## src/rtl/cic_pkg.sv

```systemverilog
// Shared CIC helpers: datapath width derivation, rate field sizing and ratio clamping.
// Also used by the interpolator, so nothing here is specific to decimation.
package cic_pkg;

   localparam int unsigned CIC_R_MAX_DFLT = 32'd32;

   function automatic int unsigned cic_acc_w(input int unsigned in_w, input int unsigned order,
                                             input int unsigned r_max, input int unsigned m);
      return in_w + order * $clog2(r_max * m);
   endfunction

   function automatic int unsigned cic_rate_w(input int unsigned r_max);
      return $clog2(r_max) + 32'd1;
   endfunction

   typedef logic [cic_rate_w(CIC_R_MAX_DFLT)-1:0] cic_rate_t;

   function automatic int unsigned clamp_rate(input int unsigned rate, input int unsigned r_max);
      int unsigned r;
      if (rate == 32'd0) begin
         r = 32'd1;
      end else if (rate > r_max) begin
         r = r_max;
      end else begin
         r = rate;
      end
      return r;
   endfunction

endpackage

```

## src/rtl/cic_decimator_if.sv

```systemverilog
// Sample stream into and out of the CIC decimator; slave is the decimator side.
interface cic_decimator_if #(
   parameter int IN_W  = 25,
   parameter int OUT_W = 25
);
   logic                    data_i_en;
   logic signed [IN_W-1:0]  data_i;
   logic                    data_o_en;
   logic signed [OUT_W-1:0] data_o;

   modport master (output data_i_en, output data_i, input data_o_en, input data_o);
   modport slave  (input data_i_en, input data_i, output data_o_en, output data_o);
endinterface

```

## src/rtl/cic_comb_stage.sv

```systemverilog
// One CIC comb: y = x - x delayed by M tokens. The delay line only moves on a valid token.
module cic_comb_stage #(
   parameter int W = 40,
   parameter int M = 1
) (
   input  logic                clk,
   input  logic                rst,
   input  logic                vld_i,
   input  logic signed [W-1:0] x_i,
   output logic                vld_o,
   output logic signed [W-1:0] y_o
);
   logic signed [W-1:0] dly_q [M];
   logic signed [W-1:0] dly_d [M];
   logic signed [W-1:0] y_q;
   logic signed [W-1:0] y_d;
   logic                vld_q;

   always_comb begin
      dly_d = dly_q;
      y_d   = y_q;
      if (vld_i) begin
         y_d      = x_i - dly_q[M-1];
         dly_d[0] = x_i;
         for (int i = 1; i < M; i++) begin
            dly_d[i] = dly_q[i-1];
         end
      end else begin
         y_d = y_q;
      end
   end

   always_ff @(posedge clk) begin
      if (rst) begin
         for (int i = 0; i < M; i++) begin
            dly_q[i] <= {W{1'b0}};
         end
         y_q   <= {W{1'b0}};
         vld_q <= 1'b0;
      end else begin
         dly_q <= dly_d;
         y_q   <= y_d;
         vld_q <= vld_i;
      end
   end

   assign vld_o = vld_q;
   assign y_o   = y_q;
endmodule

```

## src/rtl/cic_decimator.sv

```systemverilog
// Runtime-rate CIC decimator: token-qualified integrators, period counter, combs, scaler.
// Define CIC_DEC_ROUND_EN to round half up and saturate in the scaler; default truncates.
module cic_decimator
   import cic_pkg::*;
#(
   parameter int IN_W  = 25,
   parameter int OUT_W = 25,
   parameter int ORDER = 3,
   parameter int R_MAX = 32,
   parameter int M     = 1
) (
   input  logic                         clk,
   input  logic                         rst,
   input  logic [cic_rate_w(R_MAX)-1:0] rate_i,
   cic_decimator_if.slave               strm_if,
   output logic [cic_rate_w(R_MAX)-1:0] rate_o
);
   localparam int ACC_W  = int'(cic_acc_w(IN_W, ORDER, R_MAX, M));
   localparam int RATE_W = int'(cic_rate_w(R_MAX));
   localparam int SHIFT  = ACC_W - OUT_W;

   typedef logic signed [ACC_W-1:0] acc_t;
   typedef logic [RATE_W-1:0]       rate_t;

   localparam rate_t RATE_ONE = {{(RATE_W-1){1'b0}}, 1'b1};

   acc_t             integ_q [ORDER];
   acc_t             integ_d [ORDER];
   logic [ORDER-1:0] vld_i_q;
   logic [ORDER-1:0] vld_i_d;
   acc_t             x0;

   rate_t cnt_q, cnt_d;
   rate_t rate_q, rate_d;
   rate_t rate_clamped;
   acc_t  dec_q, dec_d;
   logic  dec_vld_q, dec_vld_d;

   acc_t  comb_x [ORDER+1];
   logic  comb_v [ORDER+1];

   logic signed [OUT_W-1:0] scaled;
   logic signed [OUT_W-1:0] data_q, data_d;
   logic                    data_en_q;

   assign x0           = {{(ACC_W-IN_W){strm_if.data_i[IN_W-1]}}, strm_if.data_i};
   assign rate_clamped = rate_t'(clamp_rate(32'(rate_i), 32'(R_MAX)));

   // Each integrator adds its upstream value in the cycle that value's token arrives.
   always_comb begin
      integ_d    = integ_q;
      vld_i_d    = {ORDER{1'b0}};
      vld_i_d[0] = strm_if.data_i_en;
      if (strm_if.data_i_en) begin
         integ_d[0] = integ_q[0] + x0;
      end else begin
         integ_d[0] = integ_q[0];
      end
      for (int k = 1; k < ORDER; k++) begin
         vld_i_d[k] = vld_i_q[k-1];
         if (vld_i_q[k-1]) begin
            integ_d[k] = integ_q[k] + integ_q[k-1];
         end else begin
            integ_d[k] = integ_q[k];
         end
      end
   end

   always_ff @(posedge clk) begin
      if (rst) begin
         for (int k = 0; k < ORDER; k++) begin
            integ_q[k] <= {ACC_W{1'b0}};
         end
         vld_i_q <= {ORDER{1'b0}};
      end else begin
         integ_q <= integ_d;
         vld_i_q <= vld_i_d;
      end
   end

   // A new ratio is only adopted when a period closes, so no partial period is ever emitted.
   always_comb begin
      cnt_d     = cnt_q;
      rate_d    = rate_q;
      dec_d     = dec_q;
      dec_vld_d = 1'b0;
      if (vld_i_q[ORDER-1]) begin
         if (cnt_q == rate_q - RATE_ONE) begin
            cnt_d     = {RATE_W{1'b0}};
            dec_d     = integ_q[ORDER-1];
            dec_vld_d = 1'b1;
            rate_d    = rate_clamped;
         end else begin
            cnt_d = cnt_q + RATE_ONE;
         end
      end else begin
         cnt_d = cnt_q;
      end
   end

   always_ff @(posedge clk) begin
      if (rst) begin
         cnt_q     <= {RATE_W{1'b0}};
         rate_q    <= rate_clamped;
         dec_q     <= {ACC_W{1'b0}};
         dec_vld_q <= 1'b0;
      end else begin
         cnt_q     <= cnt_d;
         rate_q    <= rate_d;
         dec_q     <= dec_d;
         dec_vld_q <= dec_vld_d;
      end
   end

   assign comb_x[0] = dec_q;
   assign comb_v[0] = dec_vld_q;

   for (genvar k = 0; k < ORDER; k++) begin : g_comb
      cic_comb_stage #(
         .W (ACC_W),
         .M (M)
      ) u_comb (
         .clk   (clk),
         .rst   (rst),
         .vld_i (comb_v[k]),
         .x_i   (comb_x[k]),
         .vld_o (comb_v[k+1]),
         .y_o   (comb_x[k+1])
      );
   end

`ifdef CIC_DEC_ROUND_EN
   localparam logic signed [ACC_W:0] RND_HALF = {{(OUT_W+1){1'b0}}, 1'b1, {(SHIFT-1){1'b0}}};
   localparam logic signed [OUT_W-1:0] OUT_MAX = {1'b0, {(OUT_W-1){1'b1}}};

   logic signed [ACC_W:0] rnd_sum;
   logic signed [OUT_W:0] rnd_top;

   assign rnd_sum = {comb_x[ORDER][ACC_W-1], comb_x[ORDER]} + RND_HALF;
   assign rnd_top = (OUT_W+1)'(rnd_sum >>> SHIFT);

   // Adding the half-LSB can only push upward, so positive overflow is the only case to catch.
   always_comb begin
      if (!rnd_top[OUT_W] && rnd_top[OUT_W-1]) begin
         scaled = OUT_MAX;
      end else begin
         scaled = rnd_top[OUT_W-1:0];
      end
   end
`else
   assign scaled = OUT_W'(comb_x[ORDER] >>> SHIFT);
`endif

   always_comb begin
      if (comb_v[ORDER]) begin
         data_d = scaled;
      end else begin
         data_d = data_q;
      end
   end

   always_ff @(posedge clk) begin
      if (rst) begin
         data_q    <= {OUT_W{1'b0}};
         data_en_q <= 1'b0;
      end else begin
         data_q    <= data_d;
         data_en_q <= comb_v[ORDER];
      end
   end

   assign strm_if.data_o    = data_q;
   assign strm_if.data_o_en = data_en_q;
   assign rate_o            = rate_q;
endmodule

```

## src/flat_wrapper.sv

```systemverilog
// flat-port wrapper written by rule: the top's interface ports become plain ports
module cic_decimator_flat import cic_pkg::*;
#(
   parameter int IN_W  = 25,
   parameter int OUT_W = 25,
   parameter int ORDER = 3,
   parameter int R_MAX = 32,
   parameter int M     = 1
)
  (clk, rst, rate_i, rate_o, strm_if_data_i_en, strm_if_data_i, strm_if_data_o_en, strm_if_data_o);
  cic_decimator_if #(.IN_W(IN_W), .OUT_W(OUT_W)) strm_if_i ();
  input  logic clk;
  input  logic rst;
  input  logic [cic_rate_w(R_MAX)-1:0] rate_i;
  output logic [cic_rate_w(R_MAX)-1:0] rate_o;
  input wire logic [$bits(strm_if_i.data_i_en)-1:0] strm_if_data_i_en;
  input wire logic [$bits(strm_if_i.data_i)-1:0] strm_if_data_i;
  output wire logic [$bits(strm_if_i.data_o_en)-1:0] strm_if_data_o_en;
  output wire logic [$bits(strm_if_i.data_o)-1:0] strm_if_data_o;
  assign strm_if_i.data_i_en = strm_if_data_i_en;
  assign strm_if_i.data_i = strm_if_data_i;
  assign strm_if_data_o_en = strm_if_i.data_o_en;
  assign strm_if_data_o = strm_if_i.data_o;
  cic_decimator #(.IN_W(IN_W), .OUT_W(OUT_W), .ORDER(ORDER), .R_MAX(R_MAX), .M(M)) u_core (.clk(clk), .rst(rst), .rate_i(rate_i), .strm_if(strm_if_i), .rate_o(rate_o));
endmodule
```

## config.mk

```make
export PLATFORM = sky130hd
export DESIGN_NAME = cic_decimator_flat
export DESIGN_NICKNAME = d
export VERILOG_FILES = /design/src/rtl/cic_pkg.sv /design/src/rtl/cic_decimator_if.sv /design/src/rtl/cic_comb_stage.sv /design/src/rtl/cic_decimator.sv /design/src/flat_wrapper.sv
export SDC_FILE = /design/constraint.sdc
export NUM_CORES = 1
export LEC_CHECK = 0
export CAP_MARGIN = 20
export CORE_MARGIN = 5
export CORE_UTILIZATION = 55
export DETAILED_ROUTE_END_ITERATION = 16
export GPL_ROUTABILITY_DRIVEN = 0
export PLACE_DENSITY = 0.7
export SLEW_MARGIN = 20
export SYNTH_ARGS = -nofsm -noshare
export SYNTH_HDL_FRONTEND = slang
export SYNTH_HIERARCHICAL = 1
export SYNTH_SLANG_ARGS = --single-unit
```

## constraint.sdc

```tcl
create_clock -name clk -period 4.6 [get_ports clk]
set_clock_uncertainty 0.15 [all_clocks]
set_input_delay 0.92 -clock clk [delete_from_list [all_inputs] [get_ports clk]]
set_output_delay 0.92 -clock clk [all_outputs]
set_load 0.05 [all_outputs]
```

Yosys cells after proc, flatten, opt, wreduce, memory -nomap -nowiden
Index checks and enable logic that the tools add are counted.
{ "word_totals": {"elab_cells": 43, "input_bits": 34, "output_inout_bits": 32, "regBits": 445} }
{ "op_classes": {"bitwise_logic": 1, "reduce_logical": 6, "mux": 7, "n_eq_ne": 1, "add_sub_neg": 8, "n_lt_le_gt_ge": 1} }
{ "op_table": {"columns": ["cell", "count"], "rows": [
  ["subtractor 40 bit", 3],
  ["adder 40 bit", 2],
  ["adder 40 x 25 -> 40 bit", 1],
  ["two-way mux 6 bit", 6],
  ["adder 6 x 1 -> 6 bit, second input constant", 1],
  ["equality test 6 bit", 1],
  ["greater-than comparator 6 bit, second input constant", 1],
  ["zero test 6 bit", 1],
  ["subtractor 6 x 1 -> 6 bit, second input constant", 1],
  ["AND reduction 2 bit", 2],
  ["nonzero test 2 bit", 2],
  ["OR reduction 2 bit", 1],
  ["two-way mux 1 bit", 1],
  ["inverter 1 bit", 1]
]} }

Longest topological paths before layout
{ "logic_depth": {"depth_word": 6, "mapped_depth": 12, "ltp_nobuf": 12} }

Modules after synthesis
Netlist, hierarchy kept.
{ "modules_own_cells": {"columns": ["module", "instances", "cells_per_inst", "area_each_um2", "seq_area_each_um2"], "rows": [
  ["cic_comb_stage", 3, 630, 5320.1, 1621.6],
  ["cic_decimator", 1, 1564, 13336.5, 4103.9]
]} }

Worst setup path after synthesis
OpenSTA, ideal clock, no wires.
{ "synth_timing": {"kind": "input port to flip-flop", "from": "in strm_if_data_i[0]", "to": "reg u_core/integ_q[116] (netlist name)", "setup_slack_ns": 1.010, "n_path_buf": 0, "setup_time_ns": 0.117, "t_required_ns": 4.333, "cell_stages": 12, "arrival_time_ns": 3.323, "path_cell_list": "ha_1 -> fa_1 -> a21o_1 -> a31oi_1 -> nor2_1 -> a211o_1 -> a211oi_2 -> o21a_1 -> or3_1 -> a21oi_1 -> o31a_1 -> a32o_1"} }
{ "synth_via": {"elab_chain_len": 1} }
{ "synth_rtl": {"columns": ["element", "line_no", "source"], "rows": [
  ["start, declared", "flat_wrapper.sv:17", "input wire logic [$bits(strm_if_i.data_i)-1:0] strm_if_data_i;"],
  ["adder 40 x 25 -> 40 bit", "cic_decimator.sv:55", "integ_d[0] = integ_q[0] + x0;"],
  ["end signal, assigned by index", "cic_decimator.sv:72", "integ_q[k] <= {ACC_W{1'b0}};"],
  ["end signal, assigned", "cic_decimator.sv:76", "integ_q <= integ_d;"],
  ["end, declared", "cic_decimator.sv:27", "acc_t integ_q [ORDER];"]
]} }
No other way between the ends.
A chain may end at the register's enable or synchronous reset.

Worst setup path in the final report
{ "layout_timing": {"from": "reg u_core.g_comb[0].u_comb.y_q[0]", "to": "reg u_core.g_comb[1].u_comb.y_q[36]"} }
{ "layout_via": {"elab_chain_len": 1} }
{ "layout_rtl": {"columns": ["element", "line_no", "source"], "rows": [
  ["start, declared", "cic_comb_stage.sv:15", "logic signed [W-1:0] y_q;"],
  ["start signal, assigned", "cic_comb_stage.sv:38", "y_q <= {W{1'b0}};"],
  ["start signal, assigned", "cic_comb_stage.sv:42", "y_q <= y_d;"],
  ["subtractor 40 bit", "cic_comb_stage.sv:23", "y_d = x_i - dly_q[M-1];"],
  ["end signal, assigned", "cic_comb_stage.sv:38", null],
  ["end signal, assigned", "cic_comb_stage.sv:42", null],
  ["end, declared", "cic_comb_stage.sv:15", null]
]} }
No other way between the ends.

==> results_dict.tcl <==
set metrics [dict create \
    syn_nets 3651 \
    port_buffers 65 \
    area_growth_pct 7.66 \
    stdcell_count 4043 \
    maxSlewHeadroom_pct 36.9 \
    fin_crit_ns 4.14 \
    drtPass1Iterations 5 \
    finalHoldViolCount 0 \
    grt_pass1_vias 22500 \
    routed_via_density 5.78 \
    dp_hpwl_um 46500 \
    start_kind "flop" \
    root_buffer "clkbuf_16" \
    min_delay_path_depth 2 \
    cts_post_setup_buffers_inserted 0 \
    grt_max_degree 206 \
    start_util_pct 55.6 \
    antenna_left 0 \
    finalSetupTns_ns 0 \
    drv_cap 0 \
    path_buf_inv 1 \
    status "finished, final reports clean" \
    num-nets-final 3600 \
    required_ns 4.93 \
    drt-initial-drc-count 1491 \
    synthesis.instances 3375 \
    diodes 0 \
    wire_per_inst_um 15.5 \
    clkTransAtPathRegs_ns 0.06 \
    routed_wl_um 62600 \
    cts_buffers 48 \
    cp_num_cells 12 \
    crit_type "reg2reg" \
    grt_pass1_wl_um 107000 \
    crit_fanout 6 \
    cp_top_family "compound AO/OA/AOI/OAI gates" \
    num_vias 23400 \
    syn_area_per_cell_um2 8.47 \
    setup_viol 0 \
    clk_latency_ns 0.59 \
    drive_gt1_share_pct 5.50 \
    r2r_cells 12 \
    syn_area_um2 28600 \
    fillers 4409 \
    ios 66 \
    gr-total-overflow 0 \
    end_kind "flop" \
    ctsHtreeMaxLevel 2 \
    dp.cells 3954 \
    cts_resized 0 \
    grt_usage_pct 21.6 \
    cts_tree "yes" \
    num_rows 83 \
    power.total_mw 9.03 \
    cpPeakStageDelay_ns 0.69 \
    arrival_ns 4.48 \
    hold_path.class "reg2reg" \
    drv_slew 0 \
    finalCritPeriodShare_pct 90.1 \
    die-area_um2 56600 \
    postCtsHoldBufs 0 \
    core_area_um2 51400 \
    rsz0062_at_grt "no" \
    dieHeight_um 238 \
    clk_path_buf_depth 3 \
    tightest_slew_ns 0.935 \
    power.density_nw_per_um2 293 \
    max_freq_mhz 241 \
    antenna_found_initial 0 \
    drc 0 \
    cp_slowest_cell "a2111oi_0" \
    synth_warnings 6 \
    ir_drop_uv 251 \
    clock_sinks 430 \
    fp.dieW_um 238 \
    path_cells "inv_1 -> ha_1 -> fa_1 -> nor2b_1 -> o2111ai_1 -> a2111oi_0 -> a211o_2 -> o21ai_0 -> nor4_1 -> nor3_1 -> or4b_1 -> o311ai_0" \
    leakage_nw 13.4 \
]
per-layer routing:
| layer | routed length, um | share of wire [%] | up-vias | global-route usage, % |
|---|---|---|---|---|
| li1 | - | - | 12000 | - |
| met1 | 28500 | 45 | 10700 | 27.8 |
| met2 | 29800 | 48 | 538 | 37.3 |
| met3 | 2080 | 3.3 | 170 | 2.67 |
| met4 | 2230 | 3.6 | 0 | 7.61 |
| met5 | 0 | 0 | - | 0 |
registers in the layout (all words and copies together), names as in the netlist:
| register | cells |
|---|---|
| u_core/g_comb.u_comb/dly_q | 120 |
| u_core/integ_q | 120 |
| u_core/g_comb.u_comb/y_o | 105 |
| u_core/dec_q | 40 |
| u_core/strm_if.data_o | 25 |
| u_core/cnt_q | 6 |
| u_core/rate_o | 6 |
| u_core/g_comb.u_comb/vld_o | 3 |
| u_core/vld_i_q | 3 |
| u_core/dec_vld_q | 1 |
| u_core/strm_if.data_o_en | 1 |
power by group:
group	leakage, nW	switching, mW	internal [mW]
logic	9.14	0.765	0.541
registers	3.49	0.113	3.83
clock network	0.770	1.55	2.22
total	13.4	2.43	6.60
placed cells by master, fill, tap and decap left out, drive strengths merged, types with 63 or more instances in the layout:
master,n
o21ai,150
dfxtp,424
mux2i,323
nor2,488
inv,176
a21oi,242
xor2,84
clkbuf,66
nand2,196
nand3,63
ha,236
clkdlybuf4s50,63
a21o,123
xnor2,99
tightest hold or removal path: stages (launching register included):
cell     delay [ns]
dfxtp_1        0.33
nand2_1        0.05
o21ai_0        0.06
final timing paths:
| check | startpoint | end | slack [ns] |
|---|---|---|---|
| hold reg to reg | u_core/g_comb[2].u_comb/y_o[32] | u_core/g_comb[2].u_comb/y_o[32] | 0.32 |
| setup reg to reg | u_core/g_comb[0].u_comb/y_o[0] | u_core/g_comb[1].u_comb/y_o[36] | 0.46 |
| setup / recovery | u_core/g_comb[0].u_comb/y_o[0] | u_core/g_comb[1].u_comb/y_o[36] | 0.46 |
| hold / removal | u_core/g_comb[2].u_comb/y_o[32] | u_core/g_comb[2].u_comb/y_o[32] | 0.32 |
metrics by stage:
stage | cell area, um^2 | hold WS [ns] | util [%] | setup WS [ns]
2_1_floorplan | 28600 | 0.275 | - | 1.01
3_3_place_gp | 29200 | 0.304 | 56.8 | 0.203
3_5_place_dp | 29200 | 0.303 | 56.8 | 0.143
4_1_cts | 30800 | 0.318 | 59.9 | 0.629
5_1_grt | 30800 | 0.356 | 59.9 | 0.405
6_report | 30800 | 0.319 | 59.9 | 0.455
area by class of cell:
class                           instances  area (um^2)  share of cell area, %
Multi-Input combinational cell       2591        18200                   59.2
Sequential cell                       430         8680                   28.2
Clock buffer                           66         1380                   4.49
Tap cell                              680          851                   2.77
Timing Repair Buffer                   81          796                   2.59
Inverter                              172          646                   2.10
Clock inverter                         23          203                  0.659
Note: power is estimated with default switching activity, not from simulation.
